$ cat src/rtl/agu_pkg.sv
// Shared types and helpers for the address-generation pipeline.
// Displacement length encoding, scale type, sign-extension and canonical check.
package agu_pkg;

    localparam int MAX_W = 64;

    typedef enum logic [1:0] {
        DISP_NONE,
        DISP_8,
        DISP_16,
        DISP_32
    } disp_len_t;

    typedef logic [1:0] scale_t;

    // Sign-extend the significant low bytes of a raw displacement.
    function automatic logic [MAX_W-1:0] sext_disp(
        input logic [31:0] disp,
        input disp_len_t   len
    );
        logic [MAX_W-1:0] r;
        r = '0;
        unique case (len)
            DISP_8:  r = {{(MAX_W-8){disp[7]}}, disp[7:0]};
            DISP_16: r = {{(MAX_W-16){disp[15]}}, disp[15:0]};
            DISP_32: r = {{(MAX_W-32){disp[31]}}, disp};
            default: r = '0;
        endcase
        return r;
    endfunction

    // Bits [addr_w-1:va_w-1] must all equal the top implemented bit.
    function automatic logic is_canonical(
        input logic [MAX_W-1:0] addr,
        input int               addr_w,
        input int               va_w
    );
        logic ok;
        ok = 1'b1;
        for (int i = 0; i < MAX_W; i++) begin
            if (i >= va_w && i < addr_w && addr[i] != addr[va_w-1])
                ok = 1'b0;
        end
        return ok;
    endfunction

endpackage

$ cat src/rtl/agu_addr_sum.sv
// One-slot effective-address adder with 32-bit truncation and canonical check.
// Ports: mask/addr32 controls, base/scaled/disp operands in; addr/fault out.
module agu_addr_sum
    import agu_pkg::*;
#(
    parameter int ADDR_W = 64,
    parameter int VA_W   = 48
) (
    input  logic              mask,
    input  logic              addr32,
    input  logic [ADDR_W-1:0] base,
    input  logic [ADDR_W-1:0] scaled,
    input  logic [ADDR_W-1:0] disp,
    output logic [ADDR_W-1:0] addr,
    output logic              fault
);

    logic [ADDR_W-1:0] sum;
    logic [MAX_W-1:0]  wide;

    assign sum = base + scaled + disp;

    always_comb begin
        wide = '0;
        wide[ADDR_W-1:0] = sum;
    end

    always_comb begin
        addr  = '0;
        fault = 1'b0;
        if (mask) begin
            addr = sum;
            if (addr32) begin
                for (int b = 32; b < ADDR_W; b++)
                    addr[b] = 1'b0;
            end else begin
                fault = !is_canonical(wide, ADDR_W, VA_W);
            end
        end
    end

endmodule

$ cat src/rtl/agu_pipe.sv
// Two-stage elastic address-generation pipeline (operand scale / add+check).
// Ports: clk, async active-low reset, flush; in_* valid/ready request; out_* result.
module agu_pipe
    import agu_pkg::*;
#(
    parameter int ADDR_W  = 64,
    parameter int VA_W    = 48,
    parameter int NUM_OPS = 3,
    parameter int TAG_W   = 16
) (
    input  logic                            clk,
    input  logic                            reset,
    input  logic                            flush,
    input  logic                            in_valid,
    output logic                            in_ready,
    input  logic [NUM_OPS-1:0]              in_mem_mask,
    input  logic [NUM_OPS-1:0][ADDR_W-1:0]  in_base,
    input  logic [NUM_OPS-1:0][ADDR_W-1:0]  in_index,
    input  logic [NUM_OPS-1:0]              in_index_valid,
    input  scale_t [NUM_OPS-1:0]            in_scale,
    input  logic [31:0]                     in_disp,
    input  logic [1:0]                      in_disp_len,
    input  logic                            in_addr32,
    input  logic [ADDR_W-1:0]               in_rip,
    input  logic [TAG_W-1:0]                in_tag,
    output logic                            out_valid,
    input  logic                            out_ready,
    output logic [NUM_OPS-1:0][ADDR_W-1:0]  out_addr,
    output logic [NUM_OPS-1:0]              out_mem_mask,
    output logic [NUM_OPS-1:0]              out_fault,
    output logic [ADDR_W-1:0]               out_rip,
    output logic [TAG_W-1:0]                out_tag
);

    logic                           s1_valid;
    logic                           s2_valid;
    logic [NUM_OPS-1:0][ADDR_W-1:0] s1_base;
    logic [NUM_OPS-1:0][ADDR_W-1:0] s1_scaled;
    logic [ADDR_W-1:0]              s1_disp;
    logic [NUM_OPS-1:0]             s1_mask;
    logic                           s1_addr32;
    logic [ADDR_W-1:0]              s1_rip;
    logic [TAG_W-1:0]               s1_tag;

    logic [NUM_OPS-1:0][ADDR_W-1:0] scaled;
    logic [MAX_W-1:0]               disp_ext;
    logic [NUM_OPS-1:0][ADDR_W-1:0] sum_addr;
    logic [NUM_OPS-1:0]             sum_fault;
    logic                           accept;
    logic                           s2_load;

    // S2 frees up when empty or when its result is taken this cycle.
    assign s2_load   = s1_valid && (!s2_valid || out_ready);
    assign in_ready  = !s1_valid || s2_load;
    assign accept    = in_valid && in_ready;
    assign out_valid = s2_valid;

    assign disp_ext = sext_disp(in_disp, disp_len_t'(in_disp_len));

    always_comb begin
        scaled = '0;
        for (int i = 0; i < NUM_OPS; i++) begin
            if (in_index_valid[i])
                scaled[i] = in_index[i] << in_scale[i];
        end
    end

    always_ff @(posedge clk or negedge reset) begin
        if (!reset) begin
            s1_valid <= 1'b0;
            s2_valid <= 1'b0;
        end else if (flush) begin
            s1_valid <= 1'b0;
            s2_valid <= 1'b0;
        end else begin
            if (accept)
                s1_valid <= 1'b1;
            else if (s2_load)
                s1_valid <= 1'b0;
            if (s2_load)
                s2_valid <= 1'b1;
            else if (out_ready)
                s2_valid <= 1'b0;
        end
    end

    // Data may load under flush; the cleared valid makes it harmless.
    always_ff @(posedge clk or negedge reset) begin
        if (!reset) begin
            s1_base   <= '0;
            s1_scaled <= '0;
            s1_disp   <= '0;
            s1_mask   <= '0;
            s1_addr32 <= 1'b0;
            s1_rip    <= '0;
            s1_tag    <= '0;
        end else if (accept) begin
            s1_base   <= in_base;
            s1_scaled <= scaled;
            s1_disp   <= disp_ext[ADDR_W-1:0];
            s1_mask   <= in_mem_mask;
            s1_addr32 <= in_addr32;
            s1_rip    <= in_rip;
            s1_tag    <= in_tag;
        end
    end

    for (genvar g = 0; g < NUM_OPS; g++) begin : g_slot
        agu_addr_sum #(
            .ADDR_W (ADDR_W),
            .VA_W   (VA_W)
        ) u_sum (
            .mask   (s1_mask[g]),
            .addr32 (s1_addr32),
            .base   (s1_base[g]),
            .scaled (s1_scaled[g]),
            .disp   (s1_disp),
            .addr   (sum_addr[g]),
            .fault  (sum_fault[g])
        );
    end

    always_ff @(posedge clk or negedge reset) begin
        if (!reset) begin
            out_addr     <= '0;
            out_fault    <= '0;
            out_mem_mask <= '0;
            out_rip      <= '0;
            out_tag      <= '0;
        end else if (s2_load) begin
            out_addr     <= sum_addr;
            out_fault    <= sum_fault;
            out_mem_mask <= s1_mask;
            out_rip      <= s1_rip;
            out_tag      <= s1_tag;
        end
    end

endmodule

$ cat config.mk
export PLATFORM = sky130hd
export DESIGN_NAME = agu_pipe
export DESIGN_NICKNAME = d
export VERILOG_FILES = /design/src/rtl/agu_pkg.sv /design/src/rtl/agu_addr_sum.sv /design/src/rtl/agu_pipe.sv
export SDC_FILE = /design/constraint.sdc
export NUM_CORES = 2
export LEC_CHECK = 0
export CAP_MARGIN = 0
export CORE_ASPECT_RATIO = 1.5
export CORE_MARGIN = 2
export CORE_UTILIZATION = 45
export CTS_BUF_LIST = sky130_fd_sc_hd__clkbuf_8
export DETAILED_ROUTE_END_ITERATION = 10
export PLACE_DENSITY = 0.79
export SYNTH_ARGS = -nofsm -noshare
export SYNTH_HDL_FRONTEND = slang
export SYNTH_SLANG_ARGS = --single-unit
$ cat constraint.sdc
create_clock -name clk -period 24.6 [get_ports clk]
set_input_delay 7.38 -clock clk [delete_from_list [all_inputs] [get_ports clk]]
set_output_delay 7.38 -clock clk [all_outputs]
set_load 0.05 [all_outputs]
==> metrics.txt <==
Root Buffer Master clkbuf_8; # hold bufs at CTS 0; Mapped Area 0.0480 mm^2; initial antenna violation count between 40 and 50; setup repair bufs after CTS 0; Lkg Pwr between 0.02 and 0.03 uW; number of library cell types mapped by synthesis 83; first-pass GRT wire length around 260000 um; highest-count cells in the layout ignoring fill and taps nand2_1 (1465), clkdlybuf4s50_1 (788), dfrtp_1 (779); synthesized flop and latch total 780; max frequency 0.0596 GHz; Seq. cell area between 0.015 and 0.02 mm^2; drt initial violations ~3600; number of failing hold endpoints at the final stage 0; Worst Clk Skew 67.2 ps; number of fill cells around 9000; outcome complete, no violations; WL met1 about 66000 um; Slew Viols, Final 0; number of flops mapped to enable cells by yosys 0; post-route setup slack around 8000 ps; crit path kind in -> out; post-CTS sizing 0; sequential power share 0.321; Pint 2930 uW; die area between 0.1 and 0.15 mm^2; critical path's slowest cell clkdlybuf4s50_1; Startpoint Class input port; uppermost routed layer met5; peak per-stage delay on the critical path 820 ps; CTS Buffer Depth 3; share of cells above drive strength 1 0.0780; Worst Tran Pin Value approximately 1200 ps; Syn Area/Cell ~9.8 um^2; cell mode on critical path clkdlybuf4s50_1; Synth Flop Type dfrtp_1; Worst Path Required roughly 17000 ps; DIE WIDTH 271 um; layout overhead on the synthesized area 23.8%; CTS Buf Count 120; fraction of registers with async set/reset 1.00; total grt overflow 0; worst skew pair latency roughly 840 ps; pin count of the biggest net entering global routing 153; Logic pwr share 0.461; Post-Place Worst Slack ~7800 ps; crit-path cells clkdlybuf4s50_1 -> nor2b_1 -> nand2_1 -> clkdlybuf4s50_1; vias per std cell 5.83; RSZ-0062 raised after global routing no; Final #Nets roughly 6400; crit path capture type output pin; Min-Delay Path Class reg -> reg; Peak VDD IR 0.0000639 V; Setup TNS Final 0 ps; Power per Cell Area ~88 mW/mm^2; DRC errors left 0; port bufs 795; Net Count, Synth between 5000 and 6000; vias in the first global route approximately 42000; num rows between 100 and 150; overall global routing resource usage 0.313; placer congestion estimate 0.973; Seq/Total Area, Yosys 0.406; commonest non-fill, non-tap cell in the layout nand2_1; Tmin final ~17000 ps; clock-pin slew on the worst setup and hold paths 70 ps; Final period util 0.683; clock share of power 0.218; Synth Instances between 4000 and 5000; drt total wl approximately 170000 um; DIE HEIGHT just over 400 um; clock sinks 780; vias just over 40000; Post-DRT Antenna Nets 0; Net Sw Power about 2300 uW; Final Setup Violations 0; post-DP HPWL 133000 um; H-tree depth 3; max cap viols 0; Top Ports about 800; Multi-input gate area approximately 0.027 mm^2; WL met3 roughly 13000 um; worst rel slew slack 0.174; Synth Warn # 0; crit-path max FO 6; core area between 0.1 and 0.15 mm^2; Wirelength per Cell between 20 and 25 um; WL met2 slightly above 80000 um; CTS tree built; Sw Ratio 0.438; Starting Density 0.454; drt first pass iters 6; crit path DAT 9410 ps
## power by group through the flow
stage | sequential (uW) | clock, uW | combinational [uW]
final | 1670 | 1130 | 2400
after global routing | 1690 | 1200 | 2580
after CTS | 1670 | 1150 | 2380
after detailed placement | 1690 | 0 | 2370
after global placement | 1690 | 0 | 2340
after floorplan | 2000 | 0 | 1190
## layout make-up
type | count | share of cell area
Clock inverter | 74 | 0.00804
Clock buffer | 146 | 0.0338
Antenna cell | 21 | 0.000884
Timing Repair Buffer | 834 | 0.139
Tap cell | 1406 | 0.0296
Sequential cell | 780 | 0.328
Multi-Input combinational cell | 3761 | 0.457
Inverter | 47 | 0.00297
## per-stage QoR
stage                     total power (uW)  utilization  instance area, um^2  hold WS [ps]  instances
after detailed placement              4060        0.538                56900           452       6828
after CTS                             5210        0.562                59400           441       7048
after global placement                4030        0.538                56900           444       6828
after global routing                  5470        0.562                59400           480       7064
final                                 5200        0.562                59500           447       7069
after floorplan                       3190            -                48000           439       4896
## state kept, by name, indices dropped and copies added, names as in the netlist, 16 cells and up
name       flops
out_rip       64
s1_tag        16
s1_disp       32
out_addr     192
s1_rip        64
s1_base      192
s1_scaled    192
out_tag       16
## Yosys cell counts, types with 6 or more instances
cell type | instances | area [um^2]
nor3_1 | 35 | 175
nand2b_1 | 21 | 131
a21oi_1 | 270 | 1350
o221ai_1 | 6 | 52.6
inv_1 | 47 | 176
a211oi_1 | 18 | 135
or3_1 | 14 | 87.6
dfrtp_1 | 780 | 19500
o21bai_1 | 38 | 285
nand2_1 | 1466 | 5500
clkbuf_1 | 269 | 1010
o21ai_0 | 219 | 1100
buf_1 | 39 | 146
and4_1 | 12 | 105
nor2_1 | 141 | 529
a41oi_1 | 6 | 52.6
and2_1 | 16 | 100
o21a_1 | 29 | 218
fa_1 | 192 | 3840
or4_1 | 6 | 45.0
nor4_1 | 18 | 113
ha_1 | 186 | 2330
o21ai_1 | 36 | 180
a22o_1 | 271 | 2370
nand3_1 | 68 | 340
xnor2_1 | 99 | 867
xor2_1 | 90 | 788
a31oi_1 | 15 | 93.8
nand4_1 | 73 | 457
a21o_1 | 65 | 488
nor2b_1 | 24 | 150
mux4_2 | 180 | 4050
a221oi_1 | 8 | 70.1
and3_1 | 16 | 100
a211o_1 | 6 | 52.6
o211ai_1 | 15 | 113
o31ai_1 | 18 | 135
## worst paths after layout
path / from / endpoint / slack [ps] / cells past startpoint
max in group asynchronous: reset / s1_base[167] / 15000 / 4
max reg2reg: s1_disp[62] / out_fault[0] / 18400 / 16
min reg2reg: s1_tag[6] / out_tag[6] / 450 / 2
max: out_ready / in_ready / 7810 / 4
min: s1_tag[6] / out_tag[6] / 450 / 2
min in group asynchronous: reset / s1_base[47] / 6560 / 1
## logic make-up after synthesis
| family | share of synthesized area |
|---|---|
| xor gates and xnor gates | 0.0345 |
| buffers and inverters | 0.0278 |
| and+or+nand+nor | 0.167 |
| adders and majority gates | 0.129 |
| muxes | 0.0853 |
| AOI/OAI and AO/OA | 0.151 |
| DFF | 0.406 |
## per-layer routing
metal  vias to the layer above  GRT usage
li1                      18500          -
met1                     20500      0.382
met2                      1702      0.501
met3                       386     0.0711
met4                        42      0.205
met5                         -          0
## critical path, delay by kind of cell
family	cells	cell delay, ps
simple gates	2	800
buf+inv	2	1220
Note: power is estimated with default switching activity, not from simulation.
